## config.mk

```make
export PLATFORM = sky130hd
export DESIGN_NAME = alu_sequencer
export DESIGN_NICKNAME = d
export VERILOG_FILES = /design/src/rtl/alu_seq_pkg.sv /design/src/rtl/alu_sequencer_shift_add_multiplier.sv /design/src/rtl/d_ff_async_en.sv /design/src/rtl/alu_sequencer.sv
export SDC_FILE = /design/constraint.sdc
export NUM_CORES = 1
export LEC_CHECK = 0
export ABC_AREA = 1
export BUFFER_PORTS_ARGS = -buffer_cell sky130_fd_sc_hd__buf_2
export CORE_ASPECT_RATIO = 1.75
export CORE_MARGIN = 5
export CORE_UTILIZATION = 25
export CTS_BUF_LIST = sky130_fd_sc_hd__clkbuf_16
export DETAILED_ROUTE_END_ITERATION = 10
export PLACE_DENSITY = 0.39
export SLEW_MARGIN = 20
export SYNTH_ARGS = -nofsm -noshare
export SYNTH_HDL_FRONTEND = slang
export SYNTH_SLANG_ARGS = --single-unit
```

## constraint.sdc

```tcl
create_clock -name clk -period 4 [get_ports clk]
set_input_delay 0.4 -clock clk [delete_from_list [all_inputs] [get_ports clk]]
set_output_delay 0.4 -clock clk [all_outputs]
set_load 0.02 [all_outputs]
```

## src/rtl/alu_seq_pkg.sv

```systemverilog
// Shared constants, state encoding and field layout for the ALU execution stage.
// The add result helper keeps the carry in bit 12 and zero-extends the rest.
package alu_seq_pkg;

   localparam int OPERAND_W  = 12;
   localparam int OP_W       = 2;
   localparam int FIFO_IN_W  = 26;
   localparam int FIFO_OUT_W = 25;

   // fifo_in_data layout: {op, data1, data0}
   localparam int DATA0_LSB = 0;
   localparam int DATA1_LSB = 12;
   localparam int OP_LSB    = 24;

   typedef enum logic [1:0] {
      ST_IDLE  = 2'd0,
      ST_FETCH = 2'd1,
      ST_EXEC  = 2'd2,
      ST_PUSH  = 2'd3
   } state_t;

   localparam logic [1:0]  OP_ADD     = 2'b01;
   localparam logic [1:0]  OP_MUL     = 2'b10;
   localparam logic [24:0] ERR_RESULT = 25'h1FF_FFFF;

   function automatic logic [FIFO_OUT_W-1:0] add_result(input logic [OPERAND_W-1:0] a,
                                                        input logic [OPERAND_W-1:0] b);
      logic [OPERAND_W:0] sum;
      sum = {1'b0, a} + {1'b0, b};
      return {{(FIFO_OUT_W-OPERAND_W-1){1'b0}}, sum};
   endfunction

endpackage

```

## src/rtl/alu_sequencer_shift_add_multiplier.sv

```systemverilog
// Unsigned 12x12 shift-add multiplier: one multiplier bit per cycle, LSB first.
// done is high in the final step; product then already includes that step.
module shift_add_multiplier
   import alu_seq_pkg::*;
(
   input  logic                   clk,
   input  logic                   rst_n,
   input  logic                   start,
   input  logic [OPERAND_W-1:0]   multiplicand,
   input  logic [OPERAND_W-1:0]   multiplier,
   output logic                   done,
   output logic [2*OPERAND_W-1:0] product
);

   logic                   rst;
   logic [2*OPERAND_W-1:0] acc_reg, acc_next;
   logic [3:0]             cnt_reg, cnt_next;
   logic                   run_reg, run_next;
   logic                   last_step;

   assign rst       = !rst_n;
   assign last_step = run_reg && (cnt_reg == 4'(OPERAND_W - 1));

   always_comb begin
      acc_next = acc_reg;
      cnt_next = cnt_reg;
      run_next = run_reg;
      if (start) begin
         acc_next = '0;
         cnt_next = '0;
         run_next = 1'b1;
      end else if (run_reg) begin
         if (multiplier[cnt_reg])
            acc_next = acc_reg + ({{OPERAND_W{1'b0}}, multiplicand} << cnt_reg);
         cnt_next = cnt_reg + 4'd1;
         if (last_step)
            run_next = 1'b0;
      end
   end

   d_ff_async_en #(.WIDTH(2*OPERAND_W)) u_acc (
      .clk(clk), .rst(rst), .en(1'b1), .d(acc_next), .q(acc_reg)
   );
   d_ff_async_en #(.WIDTH(4)) u_cnt (
      .clk(clk), .rst(rst), .en(1'b1), .d(cnt_next), .q(cnt_reg)
   );
   d_ff_async_en #(.WIDTH(1)) u_run (
      .clk(clk), .rst(rst), .en(1'b1), .d(run_next), .q(run_reg)
   );

   assign done    = last_step;
   assign product = acc_next;

endmodule

```

## src/rtl/d_ff_async_en.sv

```systemverilog
// Generic enabled register with asynchronous active-high clear.
module d_ff_async_en #(
   parameter int WIDTH = 1
) (
   input  logic             clk,
   input  logic             rst,
   input  logic             en,
   input  logic [WIDTH-1:0] d,
   output logic [WIDTH-1:0] q
);

   always_ff @(posedge clk or posedge rst) begin
      if (rst)
         q <= '0;
      else if (en)
         q <= d;
   end

endmodule

```

## src/rtl/alu_sequencer.sv

```systemverilog
// Execution stage: pops one {op, data1, data0} command, computes add or
// multiply, and pushes the tagged 25-bit result. Commands never overlap.
module alu_sequencer
   import alu_seq_pkg::*;
#(
   parameter int OPERAND_SIZE   = OPERAND_W,
   parameter int OPERATION_SIZE = OP_W,
   parameter int FIFO_IN_WIDTH  = FIFO_IN_W,
   parameter int FIFO_OUT_WIDTH = FIFO_OUT_W
) (
   input  logic                      clk,
   input  logic                      rst_n,
   input  logic                      empty_in,
   input  logic [FIFO_IN_WIDTH-1:0]  fifo_in_data,
   output logic                      r_en_in,
   input  logic                      full_out,
   output logic                      w_en_out,
   output logic [FIFO_OUT_WIDTH-1:0] fifo_out_data,
   output logic                      busy
);

   logic                        rst;
   state_t                      state_reg, state_next;
   logic [OPERATION_SIZE-1:0]   op_in, op_reg;
   logic [OPERAND_SIZE-1:0]     data0_in, data1_in, data0_reg, data1_reg;
   logic [FIFO_OUT_WIDTH-1:0]   result_reg, result_next;
   logic                        capture, result_en;
   logic                        mul_start, mul_done;
   logic [2*OPERAND_SIZE-1:0]   mul_product;

   assign rst      = !rst_n;
   assign op_in    = fifo_in_data[OP_LSB    +: OPERATION_SIZE];
   assign data1_in = fifo_in_data[DATA1_LSB +: OPERAND_SIZE];
   assign data0_in = fifo_in_data[DATA0_LSB +: OPERAND_SIZE];

   // Read data arrives the cycle after the pop, i.e. while in FETCH.
   assign capture   = (state_reg == ST_FETCH);
   assign mul_start = capture && (op_in == OP_MUL);

   always_ff @(posedge clk or negedge rst_n) begin
      if (!rst_n)
         state_reg <= ST_IDLE;
      else
         state_reg <= state_next;
   end

   always_comb begin
      state_next  = state_reg;
      r_en_in     = 1'b0;
      w_en_out    = 1'b0;
      result_en   = 1'b0;
      result_next = result_reg;
      case (state_reg)
         ST_IDLE: begin
            r_en_in = rst_n && !empty_in;
            if (!empty_in)
               state_next = ST_FETCH;
         end
         ST_FETCH: state_next = ST_EXEC;
         ST_EXEC: begin
            case (op_reg)
               OP_ADD: begin
                  result_next = add_result(data0_reg, data1_reg);
                  result_en   = 1'b1;
                  state_next  = ST_PUSH;
               end
               OP_MUL: begin
                  if (mul_done) begin
                     result_next = {1'b1, mul_product};
                     result_en   = 1'b1;
                     state_next  = ST_PUSH;
                  end
               end
               default: begin
                  result_next = ERR_RESULT;
                  result_en   = 1'b1;
                  state_next  = ST_PUSH;
               end
            endcase
         end
         ST_PUSH: begin
            w_en_out = !full_out;
            if (!full_out)
               state_next = ST_IDLE;
         end
         default: state_next = ST_IDLE;
      endcase
   end

   d_ff_async_en #(.WIDTH(OPERATION_SIZE)) u_op_reg (
      .clk(clk), .rst(rst), .en(capture), .d(op_in), .q(op_reg)
   );
   d_ff_async_en #(.WIDTH(OPERAND_SIZE)) u_data0_reg (
      .clk(clk), .rst(rst), .en(capture), .d(data0_in), .q(data0_reg)
   );
   d_ff_async_en #(.WIDTH(OPERAND_SIZE)) u_data1_reg (
      .clk(clk), .rst(rst), .en(capture), .d(data1_in), .q(data1_reg)
   );
   d_ff_async_en #(.WIDTH(FIFO_OUT_WIDTH)) u_result_reg (
      .clk(clk), .rst(rst), .en(result_en), .d(result_next), .q(result_reg)
   );

   shift_add_multiplier u_mul (
      .clk          (clk),
      .rst_n        (rst_n),
      .start        (mul_start),
      .multiplicand (data0_reg),
      .multiplier   (data1_reg),
      .done         (mul_done),
      .product      (mul_product)
   );

   assign busy          = (state_reg != ST_IDLE);
   assign fifo_out_data = result_reg;

endmodule

```

==> metrics.cfg, run 1 <==
[final_layout]
nets=1145
largest-register=u_result_reg.q
nFillCells=2967
layout_commonest_cell=nand2_1
diodes=0
syn2layout_area_growth_pct=15.5
layout_common_cells=nand2_1 (307), inv_1 (163), nor2_1 (85)
drive_gt1_share_pct=11.6
largestRegisters=u_result_reg.q: 25 flops, u_mul.u_acc.q: 24 flops
largest_reg_flops=25

[sta]
relSlewSlack_pct=50.1
clock_skew_ps=17.8
final-setup-viol-count=0
hold_violations=0
finalCritPeriodShare_pct=93.2
finalHoldWorstSlack_ps=40.2
tightest_slew_ps=748
fin_crit_ps=3730
drv_slew=0
setup_tns_ps=0
fin_ws_ps=273
rsz0062_at_grt=false
fmax_mhz=268

[clocking]
cts_sinks=82
clock_latency_ps=380
htreeDepth=3
cts_hold_buf=0
cts_buffers=9
clk_transition_reported_paths_ps=70
cts_tree=yes
clockBufferDepth=2
clockRootBuffer=clkbuf_16

[global_route]
grt_max_degree=48
grt.overflow.total=0
grt_pass1_vias=6868
grt_pass1_wl_mm=37.6
grt_usage_pct=16.6
antenna_found_initial=0

[critical_path]
path_buf_inv=2
endpoint_kind=register
critical_path.max_fanout=9
max_stage_delay_ps=470
crit_type=reg -> reg
worstPathCellList=buf_4, nand2_1, o21ai_0, mux2i_1, nor2_1, a31oi_1, nor2_1, ha_1, nand2_1, nor2_1, nand3_1, nand2_1, nand2_1, nand2_1, nand3_1, nand4_1, nand3_1, nand2_1, inv_1
cp_top_family=simple AND/OR/NAND/NOR gates
critPathLaunchType=register
slowest_stage=dfrtp_1
cp.arrival_ps=3990
required_ps=4270
path_common_cell=nand2_1

[route]
drt_iter0_markers=242
ant_nets=0
drt-total-wl_mm=24.0
wl_per_cell_um=17.2
routed_via_density=4.61
drtPass1Iterations=5
vias=6445
drt_drc_violations_left=0

[synthesis]
synth-seq-cells=82
yosys_warnings=0
synthDistinctLibCells=37
postSynthCellCount=1010
synth_area_per_cell_um2=6.56
yosysSeqAreaShare_pct=30.9
synth_fp_nets=1085
netlist_area_um2=6630

[run]
drv_cap=0

[floorplanning]
fp-row-count=79
die_x_um=133
top_level_ports=58
initial_core_util_pct=25.1
die-area_um2=30000
die_h_um=225
core-area_um2=26400

[place]
pre_cts_ws_ps=49.4
hpwl_mm=19.6
place_congestion=0.882
io_buffer_count=57

[worst_hold_path]
worstHoldPathType=in -> async

[outcome]
status=complete, no violations

[cell usage after synthesis (all sizes together)]
master,count,area [um^2]
nand2,308,1160
inv,168,631
nor2,87,337
dfrtp,82,2050
nand3,72,375
a21oi,63,342
o21ai,57,285
ha,43,538
nand4,19,119
buf,16,103
clkbuf,14,52.6
and3,11,68.8
mux2i,10,100
and2,9,56.3
or2,9,56.3
xnor2,7,61.3
nand3b,6,45.0
a31oi,5,31.3
mux2,4,45.0
nor3,4,20.0
o21bai,4,30.0
a22o,3,26.3
fa,2,40.0
nor4,2,12.5
xor2,2,17.5
o2111ai,1,8.76
o211ai,1,7.51
o22ai,1,6.26
[worst paths after layout]
kind | start | to | slack [ps] | cells after the start
setup / recovery | u_mul.u_cnt.q[0] | u_result_reg.q[7] | 270 | 19
hold / removal | rst_n | u_result_reg.q[21] | 40 | 1
setup reg to reg | u_mul.u_cnt.q[0] | u_result_reg.q[7] | 270 | 19
hold reg to reg | u_result_reg.q[24] | u_result_reg.q[24] | 490 | 2
max in group asynchronous | rst_n | u_data1_reg.q[2] | 2830 | 2
min in group clk | fifo_in_data[20] | u_data1_reg.q[8] | 230 | 3
[what timing repair did]
item                       in CTS  in global routing
hold endpoints to repair        0                  0
buffers inserted                0                  1
resized for setup               0                  1
setup endpoints to repair       0                  2
[kinds of logic after synthesis]
logic type / synth area share (%)
compound gates: 11.1
xor+xnor: 1.19
fa+ha+maj: 8.72
buf+inv: 11.9
flops: 30.9
mux: 2.19
simple gates: 34.0
[area by class of cell]
cell class	instances	area, um^2	area share (%)
Sequential cell	82	2050	26.8
Clock buffer	9	225	2.94
Tap cell	324	405	5.29
Multi-Input combinational cell	730	3790	49.5
Clock inverter	7	98.8	1.29
Inverter	168	631	8.24
Timing Repair Buffer	79	453	5.92
[per-layer routing]
metal | vias up | track usage [%] | wire (um)
li1 | 3326 | - | -
met1 | 2962 | 15.5 | 8540
met2 | 105 | 33.4 | 13700
met3 | 52 | 2.57 | 490
met4 | 0 | 9.40 | 1280
met5 | - | 0 | 0
[per-stage QoR]
stage	instance area (um^2)	std cells	utilization [%]
final	7660	1399	29.0
after global routing	7660	1399	29.0
after CTS	7650	1398	29.0
after detailed placement	7330	1382	27.8
after global placement	7330	1382	27.8
after floorplan	6630	1010	-
Power of run 1 is left out: the tool's default activity adds up to more than one toggle a clock period on the data nets, which glitch-free logic cannot reach.
==> run 2: changes to the inputs <==
--- a/config.mk
+++ b/config.mk
@@ -6,6 +6,7 @@
 export NUM_CORES = 1
 export LEC_CHECK = 0
 export ABC_AREA = 1
+export ABC_CLOCK_PERIOD_IN_PS = 4000
 export BUFFER_PORTS_ARGS = -buffer_cell sky130_fd_sc_hd__buf_2
 export CORE_ASPECT_RATIO = 1.75
 export CORE_MARGIN = 5
@@ -16,4 +17,5 @@
 export SLEW_MARGIN = 20
 export SYNTH_ARGS = -nofsm -noshare
 export SYNTH_HDL_FRONTEND = slang
+export SYNTH_HIERARCHICAL = 1
 export SYNTH_SLANG_ARGS = --single-unit
==> metrics.cfg, run 2 <==
[floorplanning]
fp-row-count=84  ; +6.3%
core-area_um2=30200  ; +14%
initial_core_util_pct=25.3  ; +0.21 points
die_h_um=241  ; +7.0%
die-area_um2=34300  ; +14%
top_level_ports=58  ; unchanged
die_x_um=142  ; +6.8%

[synthesis]
synth.top_cell.area_share_pct=27.1  ; -3.8 points
netlist_area_um2=7640  ; +15%
yosys-top-cells-count=nand2_1 (552), inv_1 (162), nor2_1 (108)
yosys_warnings=6  ; +6
yosysTopAreaCell=nand2_1
synth_flop_cell=dfrtp_1
synth-edff-count=0  ; unchanged
synth-seq-cells=82  ; unchanged
synthDistinctLibCells=48  ; +30%
async_reset_ff_share_pct=100  ; unchanged
synth.most_common_cell=nand2_1
synth_area_per_cell_um2=6.09  ; -7.2%
yosysSeqAreaShare_pct=26.9  ; -4.1 points
postSynthCellCount=1254  ; +24%
synthTopCellsByArea=nand2_1 (27%), dfrtp_1 (27%), inv_1 (8.0%), ha_1 (6.9%), nor2_1 (5.3%)

[critical_path]
worstPathCellList=buf_4, or2_1, o21ai_1, nand2_1, o21ai_1, mux2i_1, nand2_1, o21ai_1, ha_1, nand2_1, nor2_1, nand2_1, nor2_1, nand2_1, nand3_1, nand3_1, nand2_1, inv_1, nor2_1, o21ai_1, nand2_1, nand2_1
critical_path.max_fanout=16  ; +7
path_common_cell=nand2_1
r2r-end=u_result_reg/q[23]
required_ps=4260  ; about the same
critPathLaunchType=register
slowest_stage=dfrtp_1
max_stage_delay_ps=460  ; about the same
r2r_cells=22  ; +3
endpoint_kind=register
crit_type=reg -> reg
reg2reg_slack_ps=430  ; +160 ps
regToRegStartpoint=u_mul/u_cnt/q[0]
cp.arrival_ps=3830  ; -160 ps

[final_layout]
stdcell_count=1695  ; +21%
largest_reg_flops=25  ; unchanged
syn2layout_area_growth_pct=11.7
largestRegisters=u_result_reg/q: 25 flops, u_mul/u_acc/q: 24 flops
nets=1377  ; +20%
drive_gt1_share_pct=10.6  ; -1.1 points
layout_common_cells=nand2_1 (552), inv_1 (160), nor2_1 (108)
layout_commonest_cell=nand2_1
largest-register=u_result_reg/q
diodes=0  ; unchanged

[sta]
setup_tns_ps=0  ; unchanged
fin_crit_ps=3570  ; -159 ps
rsz0062_at_grt=false
relSlewSlack_pct=38.3  ; -12 points
drv_slew=0  ; unchanged
fmax_mhz=280  ; +4.5%
clock_skew_ps=13.5  ; -4.30 ps
finalCritPeriodShare_pct=89.2  ; -4.0 points
finalHoldWorstSlack_ps=236  ; +195 ps
final-setup-viol-count=0  ; unchanged
tightest_slew_ps=920  ; +172 ps
hold_violations=0  ; unchanged
fin_ws_ps=432  ; +159 ps

[route]
drt-total-wl_mm=28.1  ; +17%
routed_via_density=4.47  ; -3.1%
vias=7570  ; +17%
drt_iter0_markers=365  ; +51%
wl_per_cell_um=16.6  ; -3.5%
drt_drc_violations_left=0  ; unchanged
drtPass1Iterations=5  ; unchanged
ant_nets=0  ; unchanged

[worst_hold_path]
worstHoldPathType=in -> reg
worstHoldEndpoint=u_data0_reg/q[5]
min-delay-start=fifo_in_data[5]
worstHoldPathCells=3

[global_route]
grt_max_degree=30  ; -38%
grt_usage_pct=16.8  ; +0.18 points
grt_pass1_wl_mm=43.3  ; +15%
antenna_found_initial=0  ; unchanged
grt_pass1_vias=7692  ; +12%
grt.overflow.total=0  ; unchanged

[clocking]
clock_latency_ps=360  ; -20 ps
clk_transition_reported_paths_ps=70  ; about the same
post_cts_buffers=0  ; unchanged
cts_resized=0  ; unchanged
cts_tree=yes
cts_buffers=9  ; unchanged
cts_hold_buf=1  ; +1
htreeDepth=3  ; unchanged
clockRootBuffer=clkbuf_16
cts_sinks=82  ; unchanged
clockBufferDepth=2  ; unchanged

[power_and_ir_drop]
p_switching_mw=5.11
p_int_mw=3.80
ir_drop_uv=438
p_comb_share_pct=69.8
pwr-share-seq_pct=19.4
clkPwrFrac_pct=10.8
p_per_area_nw_per_um2=1040
leakage_nw=4.82
power_mw=8.91
switching_share_pct=57.3

[run]
drv_cap=0  ; unchanged

[place]
place_congestion=0.904  ; +2.4%
place_inst=1678  ; +21%
hpwl_mm=23.0  ; +17%
io_buffer_count=57  ; unchanged
pre_cts_ws_ps=406  ; +356 ps

[outcome]
status=complete, no violations

[run 2: logic make-up (layout without fill, tap and decap cells)]
| group | after synthesis | after routing | share of synthesized area [%] |
|---|---|---|---|
| AO/OA/AOI/OAI | 126 | 126 | 9.52 |
| XOR/XNOR | 11 | 11 | 1.26 |
| adder cells (fa/ha/maj) | 44 | 44 | 7.40 |
| buffers and inverters | 216 | 263 | 13.4 |
| flip-flops | 82 | 82 | 26.9 |
| multiplexers | 2 | 2 | 0.262 |
| other | 1 | 8 | 0.0491 |
| AND/OR/NAND/NOR | 772 | 772 | 41.2 |
[run 2: power groups by stage]
stage          Combinational, mW  Clock, mW  Sequential (mW)
6_report                    6.22      0.962             1.73
2_1_floorplan               4.56          0             1.62
5_1_grt                     7.10       1.03             1.78
3_3_place_gp                6.31          0             1.76
4_1_cts                     6.33       1.01             1.75
3_5_place_dp                6.30          0             1.76
[run 2: stage by stage]
stage	util, %	area, um^2
final	28.3	8530
after global routing	28.3	8530
after CTS	28.3	8530
after detailed placement	27.2	8190
after global placement	27.2	8190
after floorplan	-	7670
[run 2: worst max path at each step]
stage                     startpoint            endpoint  slack, ps
global route        u_mul/u_cnt/q[0]  u_result_reg/q[23]          6
global placement    u_mul/u_cnt/q[0]  u_result_reg/q[23]        420
detailed placement  u_mul/u_cnt/q[0]  u_result_reg/q[23]        410
CTS                 u_mul/u_cnt/q[0]  u_result_reg/q[23]        400
finish              u_mul/u_cnt/q[0]  u_result_reg/q[23]        430
floorplan           u_mul/u_cnt/q[0]  u_result_reg/q[11]        990
[run 2: layer usage]
layer / track usage [%] / vias to the layer above / part of all wire [%] / wire length (um)
met5: 0 / - / 0 / 0
met3: 2.21 / 69 / 1.8 / 513
met4: 10.7 / 0 / 6.5 / 1820
met1: 16.5 / 3415 / 36 / 10100
li1: - / 3962 / - / -
met2: 32.4 / 124 / 56 / 15600
[run 2: final cells by class]
type	instances	area (um^2)
fill	3472	21600
multi-input combinational	963	4590
sequential	82	2050
inverter	175	677
tap	387	484
timing repair buffer	72	400
clock buffer	9	225
clock inverter	7	106
[run 2: worst max-delay path: cells and delay by family (launching register included)]
kind / cells / cell delay (ps)
AND/OR/NAND/NOR: 14 / 1740
flip-flops: 1 / 460
AO/OA/AOI/OAI: 4 / 390
adder cells (fa/ha/maj): 1 / 390
buffers and inverters: 2 / 340
multiplexers: 1 / 140
Note: power is estimated with default switching activity, not from simulation.
==> run 3: changes to the inputs <==
--- a/config.mk
+++ b/config.mk
@@ -6,7 +6,7 @@
 export NUM_CORES = 1
 export LEC_CHECK = 0
 export ABC_AREA = 1
-export ABC_CLOCK_PERIOD_IN_PS = 4000
+export ABC_CLOCK_PERIOD_IN_PS = 3700
 export BUFFER_PORTS_ARGS = -buffer_cell sky130_fd_sc_hd__buf_2
 export CORE_ASPECT_RATIO = 1.75
 export CORE_MARGIN = 5
==> constraint.sdc (replaced) <==
create_clock -name clk -period 3.7 [get_ports clk]
set_input_delay 0.37 -clock clk [delete_from_list [all_inputs] [get_ports clk]]
set_output_delay 0.37 -clock clk [all_outputs]
set_load 0.02 [all_outputs]
==> metrics.cfg, run 3 (synthesis results as in run 2) <==
[outcome]
status=complete, no violations

[final_layout]
multi_input_area_um2=4600  ; +0.25%
largest-register=u_result_reg/q
largest_reg_flops=25  ; unchanged
layout_common_cells=nand2_1 (552), inv_1 (159), nor2_1 (106)
syn2layout_area_growth_pct=13.0
nFillCells=3452  ; -0.58%
fin_util_pct=28.6  ; +0.34 points
diodes=0  ; unchanged
largestRegisters=u_result_reg/q: 25 flops, u_mul/u_acc/q: 24 flops
drive_gt1_share_pct=11.5  ; +0.98 points
regArea_um2=2050  ; unchanged
layout_commonest_cell=nand2_1
nets=1387  ; +0.73%

[clocking]
clk_transition_reported_paths_ps=70  ; about the same
cts_tree=yes
cts_buffers=9  ; unchanged
clockRootBuffer=clkbuf_16
clock_latency_ps=370  ; about the same
cts_sinks=82  ; unchanged
clockBufferDepth=2  ; unchanged
htreeDepth=3  ; unchanged

[route]
vias=7652  ; +1.1%
drt-total-wl_mm=28.3  ; +0.81%
drt_iter0_markers=399  ; +9.3%
ant_nets=0  ; unchanged
drt_drc_violations_left=0  ; unchanged
drtPass1Iterations=5  ; unchanged
routed_via_density=4.49  ; +0.49%
wl_per_cell_um=16.6  ; +0.22%

[sta]
clock_skew_ps=15.3  ; +1.77 ps
finalCritPeriodShare_pct=91.4  ; +2.2 points
drv_slew=0  ; unchanged
final-setup-viol-count=0  ; unchanged
fmax_mhz=296  ; +5.6%
tightest_slew_ps=961  ; +40.9 ps
rsz0062_at_grt=true
setup_tns_ps=0  ; unchanged
relSlewSlack_pct=35.5  ; -2.7 points
fin_crit_ps=3380  ; -188 ps
hold_violations=0  ; unchanged

[critical_path]
cp.arrival_ps=3640  ; -190 ps
endpoint_kind=register
r2r_cells=20  ; -9.1%
critical_path.max_fanout=15  ; -1
regToRegStartpoint=u_mul/u_cnt/q[0]
required_ps=3960  ; -300 ps
reg2reg_slack_ps=320  ; -110 ps
critPathLaunchType=register
r2r-end=u_result_reg/q[11]
crit_type=reg -> reg

[worst_hold_path]
worstHoldPathType=in -> reg
worstHoldPathCells=3  ; unchanged
min-delay-start=fifo_in_data[13]
worstHoldEndpoint=u_data1_reg/q[1]

[global_route]
grt_usage_pct=17.0  ; +0.24 points
grt_pass1_vias=7913  ; +2.9%
grt_pass1_wl_mm=44.3  ; +2.3%
grt.overflow.total=0  ; unchanged
grt_max_degree=30  ; unchanged
antenna_found_initial=0  ; unchanged

[place]
place_congestion=0.848  ; -6.2%
io_buffer_count=57  ; unchanged
hpwl_mm=23.1  ; +0.46%

[floorplanning]
top_level_ports=58  ; unchanged
die-area_um2=34300  ; unchanged
initial_core_util_pct=25.3  ; unchanged
die_h_um=241  ; unchanged
die_x_um=142  ; unchanged
core-area_um2=30200  ; unchanged
fp-row-count=84  ; unchanged

[run]
drv_cap=0  ; unchanged

-- run 3: how the worst max path moves through the flow --
stage	start	end	slack, ps	cells after the start
2_1_floorplan	u_mul/u_cnt/q[0]	u_result_reg/q[11]	690	21
3_3_place_gp	u_mul/u_cnt/q[1]	u_result_reg/q[12]	250	20
3_5_place_dp	u_mul/u_cnt/q[1]	u_result_reg/q[12]	260	20
4_1_cts	u_mul/u_cnt/q[1]	u_result_reg/q[12]	260	20
5_1_grt	u_mul/u_cnt/q[0]	u_result_reg/q[23]	-10	22
6_report	u_mul/u_cnt/q[0]	u_result_reg/q[11]	320	20
-- run 3: metrics by stage --
step           setup WS, ps  hold WS [ps]  area, um^2  std cells
2_1_floorplan           693          74.4        7670       1261
3_3_place_gp            251           176        8250       1686
3_5_place_dp            256           180        8250       1686
4_1_cts                 258           183        8590       1703
5_1_grt               -13.5           201        8640       1705
6_report                320           205        8640       1705
-- run 3: critical path: stages, from the launching register on --
cell and delay [ps]:
dfrtp_1 420, buf_4 210, or2_1 230, o21ai_1 100, nand2_1 90, nand2_1 80, nand2_1 60, nand2_1 70
nor2_1 50, ha_1 350, nand2_1 130, inv_1 60, a21oi_1 150, nand2_1 150, a21oi_1 190, xor2_1 310
a21oi_2 100, a221oi_1 290, a21oi_1 100, nand2_1 70, nand2_1 50
-- run 3: final cells by class --
cell class                      instances  share of cell area [%]
Timing Repair Buffer                   82                    5.65
Multi-Input combinational cell        963                    53.3
Clock buffer                            9                    2.61
Clock inverter                          7                    1.22
Tap cell                              387                    5.61
Sequential cell                        82                    23.8
Inverter                              175                    7.88
-- run 3: what timing repair did --
action	CTS	global route
gates resized for setup	0	5
hold buffers	1	0
endpoints found under the setup margin	0	8
buffers inserted	0	2
hold endpoints to repair	2	0
-- run 3: per-layer routing --
metal / GRT usage, % / up-vias / part of all wire, %
met5: 0 / - / 0
met4: 8.70 / 0 / 4.6
met3: 2.15 / 43 / 1.7
met2: 33.8 / 103 / 58
met1: 16.9 / 3516 / 36
li1: - / 3990 / -
Power of run 3 is left out for the same reason.
